## src/rtl/fp_pkg.sv

```systemverilog
// Shared single-precision helpers and FSM state encoding for the frame accumulator.
package fp_pkg;

  localparam logic [31:0] FP_ZERO     = 32'h0000_0000;
  localparam logic [7:0]  FP_EXP_ONES = 8'hFF;

  typedef enum logic [1:0] {
    IDLE   = 2'd0,
    LAUNCH = 2'd1,
    WAIT   = 2'd2,
    DONE   = 2'd3
  } state_e;

  // NaN: all-ones exponent with a non-zero mantissa (infinity is not NaN).
  function automatic logic fp_is_nan(input logic [31:0] x);
    return (x[30:23] == FP_EXP_ONES) && (x[22:0] != 23'd0);
  endfunction

endpackage

```

## src/rtl/fp_accum_seq_if.sv

```systemverilog
// Sample stream, adder handshake and frame result of fp_accum_seq in one bundle.
interface fp_accum_seq_if #(
  parameter int CNT_W = 8
);

  logic             in_valid;
  logic             in_ready;
  logic [31:0]      in_data;
  logic             in_sub;
  logic             in_last;

  logic             add_start;
  logic             add_op;
  logic [31:0]      add_a;
  logic [31:0]      add_b;
  logic             add_busy;
  logic             add_ready;
  logic [31:0]      add_y;

  logic             sum_valid;
  logic [31:0]      sum_data;
  logic [CNT_W-1:0] sum_cnt;
  logic             nan_flag;
  logic             err_timeout;

  // The accumulator's own view.
  modport slave (
    input  in_valid, in_data, in_sub, in_last,
    input  add_busy, add_ready, add_y,
    output in_ready,
    output add_start, add_op, add_a, add_b,
    output sum_valid, sum_data, sum_cnt, nan_flag, err_timeout
  );

  // The surrounding logic: sample source, adder and result sink.
  modport master (
    output in_valid, in_data, in_sub, in_last,
    output add_busy, add_ready, add_y,
    input  in_ready,
    input  add_start, add_op, add_a, add_b,
    input  sum_valid, sum_data, sum_cnt, nan_flag, err_timeout
  );

endinterface

```

## src/rtl/fp_accum_seq.sv

```systemverilog
// Frame accumulator: folds each sample into a running sum through an external
// adder_fp, one operation per sample, and reports the frame result on the last one.
module fp_accum_seq
  import fp_pkg::*;
#(
  parameter int TIMEOUT = 64,
  parameter int CNT_W   = 8
) (
  input  logic           clk,
  input  logic           rst_n,
  fp_accum_seq_if.slave  bus
);

  localparam int                TMO_W   = (TIMEOUT > 1) ? $clog2(TIMEOUT) : 1;
  localparam logic [TMO_W-1:0]  TMO_MAX = TMO_W'(TIMEOUT - 1);

  state_e             r_state;
  state_e             w_state_nxt;

  logic [31:0]        r_acc;
  logic [31:0]        r_b;
  logic               r_op;
  logic               r_last;
  logic [CNT_W-1:0]   r_cnt;
  logic               r_nan;
  logic [TMO_W-1:0]   r_tmo;

  logic [31:0]        r_sum_data;
  logic [CNT_W-1:0]   r_sum_cnt;
  logic               r_sum_nan;
  logic               r_sum_err;

  logic               w_in_ready;
  logic               w_add_start;
  logic               w_sum_valid;
  logic               w_accept;
  logic               w_take;
  logic               w_timeout;
  logic               w_clear;
  logic               w_y_nan;
  logic [CNT_W-1:0]   w_cnt_inc;

  assign w_y_nan   = fp_is_nan(bus.add_y);
  assign w_cnt_inc = (&r_cnt) ? r_cnt : r_cnt + 1'b1;

  // NOTE: state and datapath registers use non-blocking assignments so every
  // flop samples pre-edge values; the async reset branch comes first.
  always_ff @(posedge clk or negedge rst_n) begin
    if (!rst_n) begin
      r_state <= IDLE;
    end else begin
      r_state <= w_state_nxt;
    end
  end

  // NOTE: every signal written here gets a default first, so no path through
  // the case leaves one unassigned and no latch is inferred.
  always_comb begin
    w_state_nxt = r_state;
    w_in_ready  = 1'b0;
    w_add_start = 1'b0;
    w_sum_valid = 1'b0;
    w_accept    = 1'b0;
    w_take      = 1'b0;
    w_timeout   = 1'b0;
    w_clear     = 1'b0;

    case (r_state)
      IDLE: begin
        w_in_ready = 1'b1;
        if (bus.in_valid) begin
          w_accept    = 1'b1;
          w_state_nxt = LAUNCH;
        end
      end

      LAUNCH: begin
        if (!bus.add_busy) begin
          w_add_start = 1'b1;
          w_state_nxt = WAIT;
        end
      end

      // A result arriving on the final timeout cycle still wins.
      WAIT: begin
        if (bus.add_ready) begin
          w_take      = 1'b1;
          w_state_nxt = r_last ? DONE : IDLE;
        end else if (r_tmo == TMO_MAX) begin
          w_timeout   = 1'b1;
          w_state_nxt = DONE;
        end
      end

      DONE: begin
        w_sum_valid = 1'b1;
        w_clear     = 1'b1;
        w_state_nxt = IDLE;
      end

      default: w_state_nxt = IDLE;
    endcase
  end

  always_ff @(posedge clk or negedge rst_n) begin
    if (!rst_n) begin
      r_acc      <= FP_ZERO;
      r_b        <= FP_ZERO;
      r_op       <= 1'b0;
      r_last     <= 1'b0;
      r_cnt      <= '0;
      r_nan      <= 1'b0;
      r_tmo      <= '0;
      r_sum_data <= FP_ZERO;
      r_sum_cnt  <= '0;
      r_sum_nan  <= 1'b0;
      r_sum_err  <= 1'b0;
    end else begin
      if (w_accept) begin
        r_b    <= bus.in_data;
        r_op   <= bus.in_sub;
        r_last <= bus.in_last;
      end

      if (w_add_start) begin
        r_tmo <= '0;
      end else if (r_state == WAIT) begin
        r_tmo <= r_tmo + 1'b1;
      end

      if (w_take) begin
        r_acc <= bus.add_y;
        r_cnt <= w_cnt_inc;
        r_nan <= r_nan | w_y_nan;
      end

      // The frame result is loaded on the edge entering DONE so it is already
      // valid while sum_valid is high, and then held until the next frame.
      if (w_take && r_last) begin
        r_sum_data <= bus.add_y;
        r_sum_cnt  <= w_cnt_inc;
        r_sum_nan  <= r_nan | w_y_nan;
        r_sum_err  <= 1'b0;
      end else if (w_timeout) begin
        r_sum_data <= r_acc;
        r_sum_cnt  <= r_cnt;
        r_sum_nan  <= r_nan;
        r_sum_err  <= 1'b1;
      end

      if (w_clear) begin
        r_acc <= FP_ZERO;
        r_cnt <= '0;
        r_nan <= 1'b0;
      end
    end
  end

  assign bus.in_ready    = w_in_ready;
  assign bus.add_start   = w_add_start;
  assign bus.add_op      = r_op;
  assign bus.add_a       = r_acc;
  assign bus.add_b       = r_b;
  assign bus.sum_valid   = w_sum_valid;
  assign bus.sum_data    = r_sum_data;
  assign bus.sum_cnt     = r_sum_cnt;
  assign bus.nan_flag    = r_sum_nan;
  assign bus.err_timeout = r_sum_err;

endmodule

```

## src/flat_wrapper.sv

```systemverilog
// flat-port wrapper written by rule: the top's interface ports become plain ports
module fp_accum_seq_flat import fp_pkg::*;
#(
  parameter int TIMEOUT = 64,
  parameter int CNT_W   = 8
)
  (clk, rst_n, bus_in_valid, bus_in_data, bus_in_sub, bus_in_last, bus_add_busy, bus_add_ready, bus_add_y, bus_in_ready, bus_add_start, bus_add_op, bus_add_a, bus_add_b, bus_sum_valid, bus_sum_data, bus_sum_cnt, bus_nan_flag, bus_err_timeout);
  fp_accum_seq_if #(.CNT_W(CNT_W)) bus_i ();
  input  logic clk;
  input  logic rst_n;
  input wire logic [$bits(bus_i.in_valid)-1:0] bus_in_valid;
  input wire logic [$bits(bus_i.in_data)-1:0] bus_in_data;
  input wire logic [$bits(bus_i.in_sub)-1:0] bus_in_sub;
  input wire logic [$bits(bus_i.in_last)-1:0] bus_in_last;
  input wire logic [$bits(bus_i.add_busy)-1:0] bus_add_busy;
  input wire logic [$bits(bus_i.add_ready)-1:0] bus_add_ready;
  input wire logic [$bits(bus_i.add_y)-1:0] bus_add_y;
  output wire logic [$bits(bus_i.in_ready)-1:0] bus_in_ready;
  output wire logic [$bits(bus_i.add_start)-1:0] bus_add_start;
  output wire logic [$bits(bus_i.add_op)-1:0] bus_add_op;
  output wire logic [$bits(bus_i.add_a)-1:0] bus_add_a;
  output wire logic [$bits(bus_i.add_b)-1:0] bus_add_b;
  output wire logic [$bits(bus_i.sum_valid)-1:0] bus_sum_valid;
  output wire logic [$bits(bus_i.sum_data)-1:0] bus_sum_data;
  output wire logic [$bits(bus_i.sum_cnt)-1:0] bus_sum_cnt;
  output wire logic [$bits(bus_i.nan_flag)-1:0] bus_nan_flag;
  output wire logic [$bits(bus_i.err_timeout)-1:0] bus_err_timeout;
  assign bus_i.in_valid = bus_in_valid;
  assign bus_i.in_data = bus_in_data;
  assign bus_i.in_sub = bus_in_sub;
  assign bus_i.in_last = bus_in_last;
  assign bus_i.add_busy = bus_add_busy;
  assign bus_i.add_ready = bus_add_ready;
  assign bus_i.add_y = bus_add_y;
  assign bus_in_ready = bus_i.in_ready;
  assign bus_add_start = bus_i.add_start;
  assign bus_add_op = bus_i.add_op;
  assign bus_add_a = bus_i.add_a;
  assign bus_add_b = bus_i.add_b;
  assign bus_sum_valid = bus_i.sum_valid;
  assign bus_sum_data = bus_i.sum_data;
  assign bus_sum_cnt = bus_i.sum_cnt;
  assign bus_nan_flag = bus_i.nan_flag;
  assign bus_err_timeout = bus_i.err_timeout;
  fp_accum_seq #(.TIMEOUT(TIMEOUT), .CNT_W(CNT_W)) u_core (.clk(clk), .rst_n(rst_n), .bus(bus_i));
endmodule
```

## config.mk

```make
export PLATFORM = sky130hd
export DESIGN_NAME = fp_accum_seq_flat
export DESIGN_NICKNAME = d
export VERILOG_FILES = /design/src/rtl/fp_pkg.sv /design/src/rtl/fp_accum_seq_if.sv /design/src/rtl/fp_accum_seq.sv /design/src/flat_wrapper.sv
export SDC_FILE = /design/constraint.sdc
export NUM_CORES = 1
export LEC_CHECK = 0
export ABC_AREA = 1
export CORE_ASPECT_RATIO = 2
export CORE_MARGIN = 2
export CORE_UTILIZATION = 50
export DETAILED_ROUTE_END_ITERATION = 8
export PLACE_DENSITY = 0.83
export RECOVER_POWER = 50
export SYNTH_ARGS = -nofsm -noshare
export SYNTH_HDL_FRONTEND = slang
export SYNTH_SLANG_ARGS = --single-unit
```

## constraint.sdc

```tcl
create_clock -name clk -period 2.7 [get_ports clk]
set_input_delay 0.54 -clock clk [delete_from_list [all_inputs] [get_ports clk]]
set_output_delay 0.54 -clock clk [all_outputs]
set_load 0.1 [all_outputs]
```

==> metrics.md <==
| Metric | Value |
|---|---|
| Status | completed |
| Initial antenna violation count | 0 |
| Crit Reg-Reg Startpoint | u_core.r_tmo[0] |
| Routed via count | 4950 |
| RSZ-0062 raised after global routing | no |
| Total grt overflow | 0 |
| GPL Wtd Cong | 0.8968 |
| Clock Skew | 0.007748 ns |
| # setup viols final | 0 |
| CTS tree | built |
| Final worst-path cycle share | 0.8662 |
| Post-CTS Setup Bufs | 0 |
| Final WL | 15450 um |
| R2R Path End | u_core.bus.sum_data[22] |
| Sequential area share after synthesis | 0.5610 |
| Vias in the first global route | between 5000 and 6000 |
| Worst setup endpoint | bus_add_start |
| Relative slew slack | 0.1906 |
| Resize count post-CTS | 0 |
| CTS max path bufs | 2 |
| Hold_buf cts | 0 |
| Final count of hold timing violations | 0 |
| Dpl hpwl | between 10000 and 15000 um |
| Vias per inst | between 5 and 6 |
| Worst-Margin Slew | ~1.2 ns |
| Crit end category | output port |
| Synth Warn # | 0 |
| Crit path max-delay family | flip-flops |
| TritonCTS Sinks | roughly 130 |
| Post-synthesis cell count | 541 |
| Hold crit path type | in2async |
| Ratio of cells with drive above 1 in the final layout | 0.2333 |
| Crit-path slowest cell | dfrtp_1 |
| # rows | 54 |
| Max Cap Viol | 0 |
| DRC Markers | 0 |
| Critical path depth | 4 |
| Slew Viols, Final | 0 |
| Synth area leader | dfrtp_1 |
| First-pass GRT wire length | 25350 um |
| Ant. Diodes | 0 |
| Post-route ant nets | 0 |
| Critical path origin | u_core.r_state[0] |
| Reg clk slew, reported paths | 0.06 ns |
| Top cell type's share of synthesized area | 0.5610 |
| Distinct cell type count after synthesis | 30 |
| Tot GR Track Use | 0.2689 |
| R2R setup slack | 0.60 ns |
| Die ar. | 0.01206 sq mm |
| Fin nets | 793 |
| Fin Setup TNS | 0 ns |
| Pre-CTS WS | 0.4004 ns |
| Final worst slack | about 0.36 ns |
| WS Path Type | reg2out |
| Pin count of the biggest net entering global routing | 69 |
| IO Count | 181 |
| Min Tclk post-route | between 2 and 2.5 ns |
| Die height | 153.3 um |
| Flops & latches, synth | 125 |
| Leading post-synthesis cells by cell area | dfrtp_1 56%, nand2_1 7.7%, mux2_2 6.7% |
| Area growth syn-to-layout | 37.86% |
| Largest stage delay, worst path | 0.55 ns |
| Mapped Avg Cell Area | 10.31 sq um |
| Peak fanout along the critical path | 6 |
| Mapped Nets | just over 600 |
| Fillers | ~820 |
| R2R depth | 8 |
| Initial core utilization | 0.5125 |
| First-pass detailed-route iteration total | 5 |
| Critical path launch point type | flip-flop |
| Drt wl/cell | 17.70 um |
| Port-buffer cells | 180 |
| Worst skew pair latency | 0.41 ns |
| Cell Chain, Critical Path | nand2_1, or2_2, inv_1, buf_12 |
| Required @ worst endpoint | 2.16 ns |
| CORE AREA | roughly 0.011 sq mm |
| Root Driver | clkbuf_16 |
| Fmax | 427.6 MHz |
| Post-Synthesis Cell Area | 0.005575 sq mm |
| H-tree level count | 4 |
| Critical path data arrival time | 1.80 ns |
| Worst Path Buf+Inv | 2 |
| Die width | about 80 um |
| CTS buffer count | 17 |
| 1st-iter DRT viols | 333 |
## placed cells by master (no fill, tap or decap), types with 3 or more instances in the layout
master	synthesis	final
clkbuf_1	5	48
inv_2	3	3
nand3_1	24	24
clkbuf_16	0	17
nor2_1	64	62
clkinvlp_4	0	3
clkbuf_2	0	4
mux2_2	33	33
bufinv_16	0	5
a31oi_2	19	19
a21oi_1	11	11
nand2_2	4	4
xor2_1	3	3
dfrtp_1	125	125
clkdlybuf4s50_1	0	68
a32o_1	31	31
nand2_1	114	114
buf_4	3	67
nor2_2	1	3
a31oi_1	13	13
o21ai_0	26	26
inv_1	24	24
nand4_1	5	5
## kinds of logic after synthesis
| group | after synthesis | synth area share |
|---|---|---|
| AO/OA/AOI/OAI | 104 | 0.1515 |
| XOR/XNOR | 4 | 0.006285 |
| adder cells (fa/ha/maj) | 2 | 0.004488 |
| buffers and inverters | 57 | 0.04870 |
| flip-flops | 125 | 0.5610 |
| multiplexers | 33 | 0.06665 |
| AND/OR/NAND/NOR | 216 | 0.1614 |
## per-stage QoR
step / util / hold WS (ns) / cell area (sq um) / cells
CTS: 0.7249 / 0.1299 / 7885 / 873
global placement: 0.6638 / 0.4863 / 7221 / 841
floorplan: - / 0.2444 / 5578 / 541
detailed placement: 0.6638 / 0.4947 / 7221 / 841
finish: 0.7066 / 0.3085 / 7686 / 873
global route: 0.7066 / 0.4246 / 7686 / 873
## cell type report
cell class / instances / area, sq um / share of cell area
well taps: 140 / 175.2 / 0.02279
flip-flops and latches: 125 / 3128 / 0.4070
inverters: 28 / 107.6 / 0.01400
clock buffers: 20 / 456.7 / 0.05942
multi-input cells: 359 / 2181 / 0.2837
clock inverters: 12 / 207.7 / 0.02702
repair buffers: 189 / 1430 / 0.1861
## registers in the layout, indices dropped and copies added, names as in the netlist
signal / cells
u_core.bus.add_op: 1
u_core.r_tmo: 6
u_core.bus.sum_data: 32
u_core.bus.add_b: 32
u_core.r_nan: 1
u_core.bus.nan_flag: 1
u_core.r_state: 2
u_core.r_cnt: 8
u_core.bus.add_a: 32
u_core.bus.err_timeout: 1
u_core.r_last: 1
u_core.bus.sum_cnt: 8
## per-layer routing
metal  vias up  wire length [um]  track usage
li1       2227                 -            -
met1      2419              5169       0.2717
met2       254              8573       0.4847
met3        50              1075      0.07615
met4         0               633       0.1445
met5         -                 0            0
## cell usage after synthesis, drive strengths merged
library cell and instances:
a21boi 1, a21oi 11, a31oi 32, a32o 31, buf 24, clkbuf 5, dfrtp 125, ha 2
inv 28, mux2 33, nand2 120, nand3 24, nand4 5, nor2 66, o211ai 2, o21ai 26
o31ai 1, or2 1, xnor2 1, xor2 3
## worst min-delay path by stage
stage | startpoint | to | slack [ns]
floorplan | rst_n | u_core.bus.add_a[0] | 0.24
global placement | u_core.r_tmo[0] | u_core.r_tmo[0] | 0.49
detailed placement | u_core.bus.add_b[16] | u_core.bus.add_b[16] | 0.49
CTS | rst_n | u_core.bus.add_b[31] | 0.13
global route | rst_n | u_core.bus.add_b[31] | 0.42
finish | rst_n | u_core.bus.add_b[31] | 0.31
Power is not shown: default switching activity piles up to over one toggle a cycle in this logic, so the estimate is an artifact.
==> edit: new RTL, same settings <==
Reset style: synchronous (`rst_n`), changed in 2 clocked blocks. Comments in the files are not updated.
--- a/src/rtl/fp_accum_seq.sv
+++ b/src/rtl/fp_accum_seq.sv
@@ -47,3 +47,3 @@
   // flop samples pre-edge values; the async reset branch comes first.
-  always_ff @(posedge clk or negedge rst_n) begin
+  always_ff @(posedge clk) begin
     if (!rst_n) begin
@@ -104,3 +104,3 @@
 
-  always_ff @(posedge clk or negedge rst_n) begin
+  always_ff @(posedge clk) begin
     if (!rst_n) begin
Formal check against the unedited RTL: differs if rst_n is asserted again (counterexample within 4 cycles, from zero or initial values and one cycle with rst_n low); with rst_n held inactive, the same outputs for 10 cycles.
==> edit against the original RTL <==
- maximum frequency rose by 3.0%
- routed wire length grew 2.3%
- synthesized area decreased by 8.1%
- sequential cell count unchanged
- cell area down 9.8%
- worst setup slack better by 69 ps
- non-clock buffer count rose by 2
==> edit: results (changes against the original RTL) <==
Final Non-Filler Cells 1006 (was 873); CP top delay family buffers and inverters (was flip-flops); gr usage total 29.6% (was 26.9%); post-CTS setup buffer count 0 (unchanged); Final HPWL DP 10800 um (was 10900 um); Cell Area, Placed 6700 um2 (was 7220 um2); largest net degree at the start of global routing 75 (was 69); Max Fanout on Critical Path 3 (was 6); reg2reg path depth 9 (was 8); Clk pin slew, worst setup/hold paths 60 ps (about the same); DRT iter0 DRCs 398 (was 333); reg-to-reg critical path endpoint u_core.bus.nan_flag$_SDFFE_PN0P_ (was u_core.bus.sum_data[22]$_DFFE_PN0P_); register area share after synthesis 48.8% (was 56.1%); first-pass GRT wire length 25600 um (was 25400 um); Worst Setup SP u_core.bus.add_a[31]$_SDFFE_PP0N_ (was u_core.r_state[0]$_DFFE_PN0P_); gpl congestion 0.841 (was 0.897); synth cell count leaders 195 x nor2_1, 125 x dfxtp_1, 121 x o21ai_0, 57 x nor3_1, 46 x nand2_1 (was 125 x dfrtp_1, 114 x nand2_1, 64 x nor2_1, 33 x mux2_2, 31 x a32o_1); Hold Path Class flop to flop (was primary input to asynchronous set/reset pin); Nets 931 (was 793); Vias 5440 (was 4950); Slowest-stage cell, CP clkbuf_1 (was dfrtp_1); status complete, no violations (unchanged); Cell Count Post-Placement 974 (was 841); syn_nets 763 (was 614); WL/cell 15.7 um (was 17.7 um); share of layout cells above drive strength 1 7.46% (was 23.3%); skew final 8.45 ps (was 7.75 ps); distinct cell type count after synthesis 27 (was 30); Post-synth ARST share 0% (was 100%); Pleak 2.70 nW; Slew HR 13.4% (was 19.1%); Min Hold Slack 479 ps (was 308 ps); flop-to-flop setup slack 630 ps (was 600 ps); Synth Instances 690 (was 541); prevailing post-synth register cell dfxtp_1 (was dfrtp_1); synth top area cells dfxtp_1 49%, nor2_1 14%, o21ai_0 12% (was dfrtp_1 56%, nand2_1 7.7%, mux2_2 6.7%); Num CTS Buffers 17 (unchanged); CP peak stage delay 960 ps (was 550 ps); Ys Warns 0 (unchanged); CP Data Arrival Time 1730 ps (was 1800 ps); FF-to-FF Start u_core.r_tmo[0]$_SDFFE_PP0N_ (was u_core.r_tmo[0]$_DFFE_PN0P_)
edit: cell type report:
cell class,instances,area (um2)
inverter,28,105
clock buffer,20,467
tap,135,169
multi-input combinational,495,2300
fill,943,3090
timing repair buffer,191,1210
sequential,125,2500
clock inverter,12,184
edit: cells by family after synthesis:
kind of cell,Yosys count,synth area share (%)
xor gates and xnor gates,3,0.513
AOI/OAI and AO/OA,147,14.5
adders and majority gates,2,0.488
DFF,125,48.8
buffers and inverters,70,6.30
and+or+nand+nor,343,29.4
edit: where the power goes:
group / switching (mW) / internal [mW] / leakage, nW / total, mW
sequential: 0.0904 / 1.98 / 1.02 / 2.07
clock: 0.843 / 1.63 / 0.313 / 2.47
combinational: 1.23 / 0.264 / 1.37 / 1.50
total: 2.16 / 3.87 / 2.70 / 6.03
edit: through the flow:
step | utilization, % | setup slack, ps
after floorplan | - | 3.83
after global placement | 66.8 | 439
after detailed placement | 66.8 | 381
after CTS | 73.3 | 638
after global routing | 69.2 | 247
final | 69.2 | 430
edit: worst max path at each step:
| stage | end |
|---|---|
| 2_1_floorplan | u_core.bus.add_b[0]$_SDFFE_PN0P_ |
| 3_3_place_gp | u_core.bus.nan_flag$_SDFFE_PN0P_ |
| 3_5_place_dp | u_core.bus.add_b[26]$_SDFFE_PN0P_ |
| 4_1_cts | u_core.bus.nan_flag$_SDFFE_PN0P_ |
| 5_1_grt | u_core.r_tmo[2]$_SDFFE_PP0N_ |
| 6_report | bus_add_a[31] |
edit: layer usage:
metal / routed length [um] / part of all wire [%] / global-route usage [%] / up-vias
met5: 0 / 0 / 0 / -
met1: 5500 / 35 / 31.3 / 2516
li1: - / - / - / 2612
met3: 1230 / 7.8 / 6.65 / 50
met4: 639 / 4.0 / 14.7 / 0
met2: 8440 / 53 / 52.4 / 262
